[src/rtl/lsu_mem_initiator_if.sv]
// Shared types and bus interfaces for the load/store initiator:
// CPU-side request/response bus and the word-memory data port.
package lsu_mem_pkg;
    typedef enum logic [1:0] {
        TSIZE_BYTE = 2'd0,
        TSIZE_HALF = 2'd1,
        TSIZE_WORD = 2'd2
    } tsize_e;
endpackage

interface lsu_req_if;
    logic        req_valid;
    logic        req_ready;
    logic        req_write;
    logic [2:0]  req_funct3;
    logic [31:0] req_addr;
    logic [31:0] req_wdata;
    logic        resp_valid;
    logic [31:0] resp_rdata;
    logic        resp_error;

    modport master (
        output req_valid, req_write, req_funct3, req_addr, req_wdata,
        input  req_ready, resp_valid, resp_rdata, resp_error
    );

    modport slave (
        input  req_valid, req_write, req_funct3, req_addr, req_wdata,
        output req_ready, resp_valid, resp_rdata, resp_error
    );
endinterface

interface lsu_mem_if #(
    parameter int unsigned ADDR_W = 10
);
    logic [ADDR_W-1:0]    mem_address;
    lsu_mem_pkg::tsize_e  mem_tsize;
    logic                 mem_write;
    logic [31:0]          mem_write_data;
    logic [31:0]          mem_data;
    logic                 mem_rerror;
    logic                 mem_werror;

    modport master (
        output mem_address, mem_tsize, mem_write, mem_write_data,
        input  mem_data, mem_rerror, mem_werror
    );

    modport slave (
        input  mem_address, mem_tsize, mem_write, mem_write_data,
        output mem_data, mem_rerror, mem_werror
    );
endinterface

[src/rtl/lsu_mem_initiator.sv]
// Load/store initiator for a registered-address word memory: one request at a
// time, pre-checked, sub-word stores done as read-modify-write.
module lsu_mem_initiator
    import lsu_mem_pkg::*;
#(
    parameter int unsigned ADDR_W = 10
) (
    input  logic           clk,
    input  logic           rst_n,
    lsu_req_if.slave       lsu,
    lsu_mem_if.master      mem
);

    localparam int unsigned XLEN = 32;

    typedef enum logic [2:0] {
        S_IDLE      = 3'd0,
        S_LD_DATA   = 3'd1,
        S_ST_WRITE  = 3'd2,
        S_RMW_READ  = 3'd3,
        S_RMW_WRITE = 3'd4,
        S_RESP      = 3'd5
    } state_e;

    state_e            r_state;
    logic [2:0]        r_funct3;
    logic [1:0]        r_byte_off;
    logic [15:0]       r_wdata;
    logic [ADDR_W-1:0] r_mem_addr;
    tsize_e            r_tsize;
    logic              r_mem_write;
    logic [XLEN-1:0]   r_mem_write_data;
    logic              r_resp_valid;
    logic [XLEN-1:0]   r_resp_rdata;
    logic              r_resp_error;

    logic              w_idle;
    logic              w_accept;
    logic              w_f3_legal;
    logic              w_out_of_range;
    logic              w_misaligned;
    logic              w_pre_err;
    logic              w_sub_word_store;
    logic [ADDR_W-1:0] w_req_mem_addr;
    tsize_e            w_load_tsize;
    logic [XLEN-1:0]   w_load_data;
    logic [XLEN-1:0]   w_merged;

    assign w_idle   = (r_state == S_IDLE);
    assign w_accept = lsu.req_valid && w_idle;

    // Request pre-check: legal width code, in-range address, natural alignment.
    always_comb begin
        w_f3_legal = 1'b0;
        case (lsu.req_funct3)
            3'b000, 3'b001, 3'b010: w_f3_legal = 1'b1;
            3'b100, 3'b101:         w_f3_legal = !lsu.req_write;
            default:                w_f3_legal = 1'b0;
        endcase
    end

    assign w_out_of_range = |lsu.req_addr[XLEN-1:ADDR_W];
    assign w_misaligned   = ((lsu.req_funct3[1:0] == 2'b01) && lsu.req_addr[0]) ||
                            ((lsu.req_funct3[1:0] == 2'b10) && (lsu.req_addr[1:0] != 2'b00));
    assign w_pre_err      = !w_f3_legal || w_out_of_range || w_misaligned;

    // Sub-word stores read the whole containing word first.
    assign w_sub_word_store = lsu.req_write && (lsu.req_funct3[1:0] != 2'b10);
    assign w_req_mem_addr   = w_sub_word_store ? {lsu.req_addr[ADDR_W-1:2], 2'b00}
                                               : lsu.req_addr[ADDR_W-1:0];

    always_comb begin
        case (lsu.req_funct3[1:0])
            2'b00:   w_load_tsize = TSIZE_BYTE;
            2'b01:   w_load_tsize = TSIZE_HALF;
            default: w_load_tsize = TSIZE_WORD;
        endcase
    end

    // Memory returns lane-shifted, zero-extended data; only signed loads need work.
    always_comb begin
        case (r_funct3)
            3'b000:  w_load_data = {{24{mem.mem_data[7]}},  mem.mem_data[7:0]};
            3'b001:  w_load_data = {{16{mem.mem_data[15]}}, mem.mem_data[15:0]};
            3'b100:  w_load_data = {24'd0, mem.mem_data[7:0]};
            3'b101:  w_load_data = {16'd0, mem.mem_data[15:0]};
            default: w_load_data = mem.mem_data;
        endcase
    end

    always_comb begin
        w_merged = mem.mem_data;
        if (r_funct3[1:0] == 2'b00) begin
            w_merged[{r_byte_off, 3'b000} +: 8] = r_wdata[7:0];
        end else begin
            w_merged[{r_byte_off[1], 4'b0000} +: 16] = r_wdata[15:0];
        end
    end

    always_ff @(posedge clk or negedge rst_n) begin
        if (!rst_n) begin
            r_state          <= S_IDLE;
            r_funct3         <= 3'd0;
            r_byte_off       <= 2'd0;
            r_wdata          <= 16'd0;
            r_mem_addr       <= '0;
            r_tsize          <= TSIZE_WORD;
            r_mem_write      <= 1'b0;
            r_mem_write_data <= '0;
            r_resp_valid     <= 1'b0;
            r_resp_rdata     <= '0;
            r_resp_error     <= 1'b0;
        end else begin
            r_resp_valid <= 1'b0;
            r_mem_write  <= 1'b0;
            r_tsize      <= TSIZE_WORD;
            case (r_state)
                S_IDLE: begin
                    if (w_accept) begin
                        r_funct3   <= lsu.req_funct3;
                        r_byte_off <= lsu.req_addr[1:0];
                        r_wdata    <= lsu.req_wdata[15:0];
                        r_mem_addr <= w_req_mem_addr;
                        if (w_pre_err) begin
                            r_state      <= S_RESP;
                            r_resp_valid <= 1'b1;
                            r_resp_rdata <= '0;
                            r_resp_error <= 1'b1;
                        end else if (!lsu.req_write) begin
                            r_state <= S_LD_DATA;
                            r_tsize <= w_load_tsize;
                        end else if (lsu.req_funct3[1:0] == 2'b10) begin
                            r_state          <= S_ST_WRITE;
                            r_mem_write      <= 1'b1;
                            r_mem_write_data <= lsu.req_wdata;
                        end else begin
                            r_state <= S_RMW_READ;
                        end
                    end
                end
                S_LD_DATA: begin
                    r_state      <= S_RESP;
                    r_resp_valid <= 1'b1;
                    r_resp_rdata <= mem.mem_rerror ? '0 : w_load_data;
                    r_resp_error <= mem.mem_rerror;
                end
                S_ST_WRITE, S_RMW_WRITE: begin
                    r_state      <= S_RESP;
                    r_resp_valid <= 1'b1;
                    r_resp_rdata <= '0;
                    r_resp_error <= mem.mem_werror;
                end
                S_RMW_READ: begin
                    // A failed read must not be followed by a write of a corrupt word.
                    if (mem.mem_rerror) begin
                        r_state      <= S_RESP;
                        r_resp_valid <= 1'b1;
                        r_resp_rdata <= '0;
                        r_resp_error <= 1'b1;
                    end else begin
                        r_state          <= S_RMW_WRITE;
                        r_mem_write      <= 1'b1;
                        r_mem_write_data <= w_merged;
                    end
                end
                S_RESP: begin
                    r_state <= S_IDLE;
                end
                default: begin
                    r_state <= S_IDLE;
                end
            endcase
        end
    end

    assign lsu.req_ready      = w_idle;
    assign lsu.resp_valid     = r_resp_valid;
    assign lsu.resp_rdata     = r_resp_rdata;
    assign lsu.resp_error     = r_resp_error;

    // In IDLE the address goes straight through so the memory registers it on accept.
    assign mem.mem_address    = w_idle ? w_req_mem_addr : r_mem_addr;
    assign mem.mem_tsize      = r_tsize;
    assign mem.mem_write      = r_mem_write;
    assign mem.mem_write_data = r_mem_write_data;

endmodule

[src/flat_wrapper.sv]
// flat-port wrapper written by rule: the top's interface ports become plain ports
module lsu_mem_initiator_flat import lsu_mem_pkg::*;
#(
    parameter int unsigned ADDR_W = 10
)
  (clk, rst_n, lsu_req_valid, lsu_req_write, lsu_req_funct3, lsu_req_addr, lsu_req_wdata, lsu_req_ready, lsu_resp_valid, lsu_resp_rdata, lsu_resp_error, mem_mem_address, mem_mem_tsize, mem_mem_write, mem_mem_write_data, mem_mem_data, mem_mem_rerror, mem_mem_werror);
  lsu_req_if lsu_i ();
  lsu_mem_if #(.ADDR_W(ADDR_W)) mem_i ();
  input  logic clk;
  input  logic rst_n;
  input wire logic [$bits(lsu_i.req_valid)-1:0] lsu_req_valid;
  input wire logic [$bits(lsu_i.req_write)-1:0] lsu_req_write;
  input wire logic [$bits(lsu_i.req_funct3)-1:0] lsu_req_funct3;
  input wire logic [$bits(lsu_i.req_addr)-1:0] lsu_req_addr;
  input wire logic [$bits(lsu_i.req_wdata)-1:0] lsu_req_wdata;
  output wire logic [$bits(lsu_i.req_ready)-1:0] lsu_req_ready;
  output wire logic [$bits(lsu_i.resp_valid)-1:0] lsu_resp_valid;
  output wire logic [$bits(lsu_i.resp_rdata)-1:0] lsu_resp_rdata;
  output wire logic [$bits(lsu_i.resp_error)-1:0] lsu_resp_error;
  output wire logic [$bits(mem_i.mem_address)-1:0] mem_mem_address;
  output wire logic [$bits(mem_i.mem_tsize)-1:0] mem_mem_tsize;
  output wire logic [$bits(mem_i.mem_write)-1:0] mem_mem_write;
  output wire logic [$bits(mem_i.mem_write_data)-1:0] mem_mem_write_data;
  input wire logic [$bits(mem_i.mem_data)-1:0] mem_mem_data;
  input wire logic [$bits(mem_i.mem_rerror)-1:0] mem_mem_rerror;
  input wire logic [$bits(mem_i.mem_werror)-1:0] mem_mem_werror;
  assign lsu_i.req_valid = lsu_req_valid;
  assign lsu_i.req_write = lsu_req_write;
  assign lsu_i.req_funct3 = lsu_req_funct3;
  assign lsu_i.req_addr = lsu_req_addr;
  assign lsu_i.req_wdata = lsu_req_wdata;
  assign lsu_req_ready = lsu_i.req_ready;
  assign lsu_resp_valid = lsu_i.resp_valid;
  assign lsu_resp_rdata = lsu_i.resp_rdata;
  assign lsu_resp_error = lsu_i.resp_error;
  assign mem_mem_address = mem_i.mem_address;
  assign mem_mem_tsize = mem_i.mem_tsize;
  assign mem_mem_write = mem_i.mem_write;
  assign mem_mem_write_data = mem_i.mem_write_data;
  assign mem_i.mem_data = mem_mem_data;
  assign mem_i.mem_rerror = mem_mem_rerror;
  assign mem_i.mem_werror = mem_mem_werror;
  lsu_mem_initiator #(.ADDR_W(ADDR_W)) u_core (.clk(clk), .rst_n(rst_n), .lsu(lsu_i), .mem(mem_i));
endmodule
[config.mk]
export PLATFORM = sky130hd
export DESIGN_NAME = lsu_mem_initiator_flat
export DESIGN_NICKNAME = d
export VERILOG_FILES = /design/src/rtl/lsu_mem_initiator_if.sv /design/src/rtl/lsu_mem_initiator.sv /design/src/flat_wrapper.sv
export SDC_FILE = /design/constraint.sdc
export NUM_CORES = 1
export LEC_CHECK = 0
export ABC_AREA = 0
export BUFFER_PORTS_ARGS = -buffer_cell sky130_fd_sc_hd__buf_2
export CORE_MARGIN = 3
export CORE_UTILIZATION = 40
export CTS_BUF_LIST = sky130_fd_sc_hd__clkbuf_2 sky130_fd_sc_hd__clkbuf_4 sky130_fd_sc_hd__clkbuf_8
export CTS_CLUSTER_SIZE = 30
export DETAILED_ROUTE_END_ITERATION = 8
export PLACE_DENSITY_LB_ADDON = 0.3
export SKIP_LAST_GASP = 1
export SLEW_MARGIN = 40
export SYNTH_ARGS = -nofsm -noshare
export SYNTH_HDL_FRONTEND = slang
export SYNTH_SLANG_ARGS = --single-unit
[constraint.sdc]
create_clock -name clk -period 3.5 [get_ports clk]
set_clock_uncertainty 0.15 [all_clocks]
set_input_delay 0.525 -clock clk [delete_from_list [all_inputs] [get_ports clk]]
set_output_delay 0.525 -clock clk [all_outputs]
set_load 0.1 [all_outputs]
==> summary by stage, run 1 <==
Clock network
CTS built an H-tree with a depth of 3. The maximum clock insertion buffer count is 2. The cell at the root of the clock tree is clkbuf_8. For the worst-skew pair, the clock arrives at the later sink with an insertion delay of 0.38 ns. Counting the buffers created by CTS gives 9. The number of sinks handled by clock tree synthesis is 103. TritonCTS built the clock tree. Clock-pin slew was measured on the worst setup and hold paths at around 0.1 ns.

STA
In the post-route analysis, the smallest setup slack over all paths is 0.531 ns. Setup violations remaining at the end of the flow were counted as 0. Setup repair after global routing left no endpoint under its margin. The slew at the pin with the worst max-slew slack is about 0.74 ns.

The count of final max-slew check failures was 0. The clock period could shrink to between 2 and 3 ns. The ratio of final minimum period to clock period is 84.8%. The number of endpoints with negative hold slack in the final report came to 0. Based on the critical path, the design can be clocked at up to 0.337 GHz. The worst slew slack as a fraction of its limit is 50.7%. The final hold slack is 0.188 ns.

Worst setup path
The critical path starts at u_core.r_state[1]$_DFFE_PN0N_. For this design, the slowest cell found on the critical path is or3_1. At the worst endpoint, the required time is approximately 2.8 ns. The kind of launch point of the worst setup path is a flop. The most numerous cell type found on the critical path is nand2_1.

For this run, the slowest stage of the critical path takes 0.59 ns. The critical path in this run is classified as reg2out. STA classifies the critical path endpoint as a primary output.

The arrival time at the worst endpoint is between 2 and 2.5 ns. Along the worst path, the maximum fanout reaches 15. Walking the worst path, the cells encountered are or3_1 > inv_2 > nand2_1 > nand2_1 > buf_2. The worst register-to-register path begins at u_core.r_state[1]$_DFFE_PN0N_.

Power and ir drop
Per report_power, the combinational group accounts for 56.7% of the total. Per report_power, the sequential group accounts for 29.7% of the total. Net switching is between 50% and 60% of the power.

The total power after layout is 0.00618 W. The analysis attributes to cell leakage a power of 3.62 nW. VDD sags by at most 0.000965 V.

The power per cell area is 926 nW/µm². Per report_power, the clock group accounts for a little over an eighth of the total. The net switching power is 0.00347 W. The internal power of the cells totals 0.00271 W.

Cells and area
The share of layout cells above drive strength 1 is between 30% and 40%. Cells fill around 52% of the core in the end. The area growth from synthesis to final layout is 23.5%. The number of nets in the finished design is between 800 and 900.

The layout has 1,217 filler cells. Summing all non-filler instances in the final layout gives an area of 6670 µm².

Synth
The synthesis-stage register bit count is about 100. The share of the yosys chip area belonging to registers is roughly 48%. In this run the biggest area consumer among cell types represents 47.3% of the synthesized area. The number of enable flip-flop cells after synthesis is 0. Synthesis produced a netlist with a net count of 638. The mean post-synth cell area is around 10 µm².

In the synthesized netlist, the cells that appear most often are nand2_1 (131), dfrtp_1 (102), mux2_4 (29), a21oi_1 (28), o21ai_0 (26). Yosys printed 0 warnings. The synthesized design spends more area on one cell type than any other, namely dfrtp_1.

In the post-synthesis netlist, the cell with the most instances is nand2_1. Yosys mapped the design onto between 40 and 50 distinct sky130hd cell types. The synthesized cell area is 5400 µm². The leading register cell type out of synthesis is dfrtp_1. The async set-or-reset flop fraction in the synthesized netlist is 100%. Sorting the synthesized cells by area gives the leading types as dfrtp_1 (47%), nand2_1 (9.1%), mux2_4 (8.1%). In the synthesized netlist, the number of instances is 528.

Worst hold path
The startpoint identified for the worst hold timing path is lsu_req_addr[6]. In this run the worst hold path is classified as in2reg.

Detailed routing
The detail route stage leaves a number of antenna-violating nets equal to 0. The total number of vias is 4,743. The average via count per standard cell is 5.42. The final layout contains routed wiring with a total length of roughly 16 mm.

For this run, design rule violations remaining after detail routing come to 0. The number of violations reported at the end of detailed-routing iteration 0 is 387. The first-pass iteration count of the detailed router is 5. The average detailed-routed wire length per instance is 18.6 µm.

Floorplan
about 190 I/O pins were placed. The die width is 122 µm. The die covers around 15,000 µm². The core area is 12,900 µm². The row count is 41. The die is 122 µm tall. The effective utilization at floorplan is 41.8%.

Global routing
The maximum number of pins on one net before global-route repair is 65. The initial antenna violation count came to 2. The first global-routing pass estimated 24.9 mm of wire. The number of global-route vias before repair is 4,584.

The remaining global-route overflow is 0. The combined global-route utilization of all metal layers is 21.6%.

Outcome
The run finished with clean final reports.

Flow run
The count of max-cap constraint violations is 0.

Place
The worst-case setup slack after placement is approximately 0.76 ns. The instance area after placement is 6440 µm². Detailed placement ended at an HPWL of 12.1 mm. The quantity of I/O buffers inserted on ports is 184.

The routability congestion estimate is 0.866.
final cells by class:
| cell class | count | area (µm²) | share of cell area [%] |
|---|---|---|---|
| antenna | 1 | 2.50 | 0.0375 |
| clock buffer | 11 | 139 | 2.08 |
| clock inverter | 5 | 81.3 | 1.22 |
| inverter | 8 | 30.0 | 0.450 |
| multi-input combinational | 380 | 2600 | 39.0 |
| sequential | 103 | 2580 | 38.7 |
| tap | 172 | 215 | 3.23 |
| timing repair buffer | 195 | 1020 | 15.3 |
stage by stage:
step	cells	setup TNS (ns)
2_1_floorplan	528	-0.506
3_5_place_dp	857	0
4_1_cts	874	0
5_1_grt	875	0
3_3_place_gp	857	0
6_report	875	0
registers in the layout, indices dropped and copies added, names as in the netlist:
signal and flops:
u_core.mem.mem_write_data 32, u_core.r_state 3, u_core.r_byte_off 2, u_core.r_funct3 3
u_core.lsu.resp_rdata 32, u_core.mem.mem_write 1, u_core.lsu.resp_error 1, u_core.r_mem_addr 10
u_core.lsu.resp_valid 1, u_core.mem.mem_tsize 2, u_core.r_wdata 16
power groups by stage:
stage	registers (W)	logic [W]	clock network (W)
final	0.00184	0.00350	0.000840
after global routing	0.00187	0.00372	0.000914
after CTS	0.00183	0.00351	0.000862
after detailed placement	0.00185	0.00350	0
after global placement	0.00183	0.00345	0
after floorplan	0.00284	0.00180	0
layer usage:
layer | part of all wire [%] | wire length (µm) | global-route usage (%) | vias up
li1 | - | - | - | 2233
met1 | 44 | 7090 | 29.9 | 2268
met2 | 46 | 7460 | 33.3 | 212
met3 | 7.9 | 1290 | 5.29 | 28
met4 | 2.6 | 415 | 7.63 | 2
met5 | 0.080 | 13 | 0 | -
cells by family after synthesis:
group,count (synthesis),share of synthesized area [%]
flops,103,47.8
fa+ha+maj,5,1.16
simple gates,178,14.7
buf+inv,45,4.15
mux,50,12.1
xor+xnor,1,0.162
compound gates,146,20.0
worst max-delay path: cells and delay by family, from the launching register on:
family,cells,cell delay [ns]
buf+inv,2,0.70
simple gates,3,0.74
flops,1,0.47
timing repair:
action | CTS | global route
endpoints found under the setup margin | 0 | 0
hold buffers | 1 | 0
endpoints found under the hold margin | 22 | 0
setup buffers | 0 | 0
resized for setup | 0 | 0
layout by cell type, fill, tap and decap left out, drive strengths merged, types with 3 or more instances in the layout:
cell type / instances
a221o: 16
clkbuf: 11
nand2: 131
mux2: 33
nor2b: 18
ha: 5
a21oi: 28
mux2i: 17
buf: 194
o21a: 3
a22oi: 16
dfrtp: 102
nor4: 6
o2bb2ai: 24
inv: 8
a22o: 24
o21ai: 27
nor2: 6
worst paths after layout:
path | end | slack (ns) | cells after the start
max reg2reg | u_core.mem.mem_write_data[31]$_DFFE_PN0P_ | 0.76 | 6
max | mem_mem_address[7] | 0.53 | 5
min in group asynchronous | u_core.mem.mem_write_data[19]$_DFFE_PN0P_ | 0.53 | 2
max in group asynchronous | u_core.mem.mem_tsize[1]$_DFF_PN1_ | 1.89 | 3
min reg2reg | u_core.r_mem_addr[2]$_DFFE_PN0P_ | 0.33 | 2
min | u_core.r_mem_addr[6]$_DFFE_PN0P_ | 0.19 | 3
No activity file was read; power rests on OpenSTA's default activity.
==> run 2, diff against run 1 <==
==> constraint.sdc (replaced) <==
create_clock -name clk -period 2.96 [get_ports clk]
set_clock_uncertainty 0.15 [all_clocks]
set_input_delay 0.444 -clock clk [delete_from_list [all_inputs] [get_ports clk]]
set_output_delay 0.444 -clock clk [all_outputs]
set_load 0.1 [all_outputs]
==> summary by stage, run 2 (synthesized netlist as in run 1, its figures left out) <==
Power and ir drop
The static leakage is 3.63 nW (+0.27%). The logic gate share of total power is 57.3% (+0.6 points). The proportion of power drawn by the clock network is 13.3% (-0.3 points).

The part of the total power dissipated in sequential elements is 29.4% (-0.3 points). The switching share of total power is 55.7% (-0.45 points). The worst IR drop on VDD is 0.00117 V (+21%). The power per cell area was 1100 nW/µm² (+18%). The cell internal power dissipation is 0.00325 W (+20%). The net switching power is 0.00408 W (+18%).

Place
The quantity of I/O buffers inserted on ports is 184 (unchanged). The worst-case setup slack after placement is 0.210 ns (-0.552 ns). The instance area after placement came to 6450 µm² (+0.17%). The HPWL reported at the end of detailed placement is 11.9 mm (-1.5%). The routability congestion estimate came to 0.894 (+3.3%).

Worst hold path
The number of cells on the worst hold path is 3 (unchanged). The origin of the worst min-delay path is lsu_req_addr[6]. The worst hold path belongs to the class in2reg.

The path with the worst hold slack has its endpoint at u_core.r_mem_addr[6]$_DFFE_PN0P_.

Detailed routing
The total number of vias is 4,710 (-0.70%). The DRC violation count after routing came to 0 (unchanged). The first-pass iteration count of the detailed router is 5 (unchanged). The average detailed-routed wire length per instance was 18.2 µm (-2.0%). The wire length after detailed routing came to 15.9 mm (-2.1%). The average via count per standard cell was 5.39 (-0.58%). The remaining number of nets flagged by the antenna check after routing is 0 (unchanged).

The number of violations reported at the end of detailed-routing iteration 0 is 278 (-28%).

Cells and area
The number of fill cells was 1,202 (-1.2%). The number of nets in the finished design is 808 (+0.12%). In the layout the commonest cells are buf_2 (175), nand2_1 (131), dfrtp_1 (102), mux2_4 (29), a21oi_1 (28). From synthesis to final layout, the design area changed by 24.0%. The cell area after layout came to 6690 µm² (+0.36%). The number of inserted diodes is 0 (-1). The share of layout cells above drive strength 1 is 36.2% (+0.14 points). The most common cell after layout, fill and taps aside is buf_2.

Global routing
The remaining global-route overflow came to 0 (unchanged). The combined global-route utilization of all metal layers is 21.5% (-0.19 points). The maximum number of pins on one net before global-route repair is 65 (unchanged). The number of global-route vias before repair was 4,577 (-0.15%). The initial antenna violation count is 1 (-1). The global-route wire length before repair came to 24.7 mm (-0.61%).

STA
The slew at the pin with the worst max-slew slack is 0.749 ns (+0.00891 ns). The smallest setup slack after layout is 0.119 ns (-0.412 ns). For this run, the top clock speed supported by timing is 0.352 GHz. After layout, the minimum clock period comes to 2.84 ns. The number of endpoints with negative hold slack in the final report is 0 (unchanged).

The final setup violation count is 0 (unchanged). The worst slew slack as a fraction of its limit was 50.1% (-0.59 points). The final critical path takes up 96.0% of the cycle.

The count of final max-slew check failures is 0 (unchanged). Setup repair after global routing could not meet its margin everywhere.

Clock network
The number of H-tree branching levels is 3 (unchanged). The number of buffers added for setup after CTS is 0 (unchanged). The clock edge transition at the registers on the reported setup and hold paths is 0.10 ns (about the same).

The number of sinks handled by clock tree synthesis is 103 (unchanged). The total clock buffers created by CTS is 9 (unchanged). The insertion delay to the later sink of the worst-skew pair is 0.38 ns (about the same). TritonCTS built the clock tree. The maximum clock insertion buffer count is 2 (unchanged). The tree is rooted in a clkbuf_8.

Flow run
The count of max-cap constraint violations was 0 (unchanged).

Floorplan
The I/O pin count is 185 (unchanged). The height of the chip is 122 µm (unchanged). The effective utilization at floorplan is 41.8% (unchanged). The core area is 12,900 µm² (unchanged). The die footprint is 14,900 µm² (unchanged). The row count is 41 (unchanged). The die width was 122 µm (unchanged).

Worst setup path
The number of buffers and inverters on the critical path came to 2 (unchanged). STA classifies the critical path endpoint as a primary output. The startpoint of the worst-slack reg-to-reg timing path is u_core.r_state[1]$_DFFE_PN0N_.

The setup slack on the worst flop-to-flop path came to 0.19 ns (-0.57 ns). The largest driver fanout on the critical path is 15 (unchanged). The signal on the critical path passes through or3_1 > inv_2 > nand2_1 > nand2_1 > clkbuf_4. The kind of launch point of the worst setup path is a flop. The delay of the slowest cell on the worst path is 0.62 ns (+0.03 ns). The arrival time at the worst endpoint is 2.25 ns (-0.04 ns). In this run the critical register-to-register path is captured at u_core.mem.mem_write_data[31]$_DFFE_PN0P_. The cell with the most instances on the worst path is nand2_1.

Among cell families on the critical path, the largest total delay comes from simple AND/OR/NAND/NOR gates. The worst-case reg-to-reg path depth came to 6 (unchanged). The category of the critical setup timing path is reg2out. The slowest stage of the critical path belongs to the cell or3_1. The data required time of the worst path is 2.37 ns (-0.45 ns).

Outcome
The flow ran to the end, and the final reports show no timing, DRC or antenna violations.
## run 2: area by class of cell
class / instances / area (µm²) / area share [%]
clock buffers: 11 / 145 / 2.17
clock inverters: 4 / 70.1 / 1.05
flip-flops and latches: 103 / 2580 / 38.5
repair buffers: 196 / 1050 / 15.7
multi-input cells: 380 / 2610 / 38.9
inverters: 8 / 30.0 / 0.449
well taps: 172 / 215 / 3.22
## run 2: metal layers
| metal | track usage, % | share of wire [%] |
|---|---|---|
| met5 | 0 | 0.050 |
| met4 | 6.30 | 2.1 |
| met3 | 6.82 | 9.9 |
| met2 | 33.1 | 46 |
| met1 | 29.0 | 42 |
## run 2: worst reg2reg max path: stages, from the launching register on
cell     delay, ns
dfrtp_1       0.49
or3_1         0.49
inv_2         0.23
and2_1        0.25
a31oi_4       0.13
buf_4         0.50
mux2_2        0.41
## run 2: worst max-delay path by stage
| stage | slack [ns] | cells past startpoint | end | from |
|---|---|---|---|---|
| floorplan | -0.71 | 4 | mem_mem_address[0] | u_core.r_state[1]$_DFFE_PN0N_ |
| global placement | 0.31 | 6 | u_core.mem.mem_write_data[31]$_DFFE_PN0P_ | u_core.r_state[1]$_DFFE_PN0N_ |
| detailed placement | 0.21 | 6 | u_core.mem.mem_write_data[31]$_DFFE_PN0P_ | u_core.r_state[1]$_DFFE_PN0N_ |
| CTS | 0.001 | 5 | mem_mem_address[7] | u_core.r_state[1]$_DFFE_PN0N_ |
| global route | -0.03 | 5 | mem_mem_address[9] | u_core.r_state[1]$_DFFE_PN0N_ |
| finish | 0.12 | 5 | mem_mem_address[8] | u_core.r_state[1]$_DFFE_PN0N_ |
## run 2: what timing repair did
item                                   in CTS  in global routing
setup endpoints to repair                   1                  7
hold buffers                                1                  0
endpoints found under the hold margin      40                  0
resized for setup                           1                  7
## run 2: stage by stage
step	std cells	TNS [ns]	total power, W	hold slack [ns]	util [%]
2_1_floorplan	528	-1.42	0.00549	-0.00159	-
3_3_place_gp	858	0	0.00625	0.307	49.8
3_5_place_dp	858	0	0.00633	0.317	49.9
4_1_cts	874	0	0.00733	0.0912	51.6
5_1_grt	874	-0.0381	0.00772	0.0957	51.8
6_report	874	0	0.00733	0.113	51.8
## run 2: power groups by stage
stage          combinational [W]  sequential, W  clock [W]
5_1_grt                  0.00445        0.00220    0.00107
4_1_cts                  0.00418        0.00215    0.00100
2_1_floorplan            0.00212        0.00336          0
6_report                 0.00420        0.00215   0.000975
3_5_place_dp             0.00416        0.00217          0
3_3_place_gp             0.00410        0.00215          0
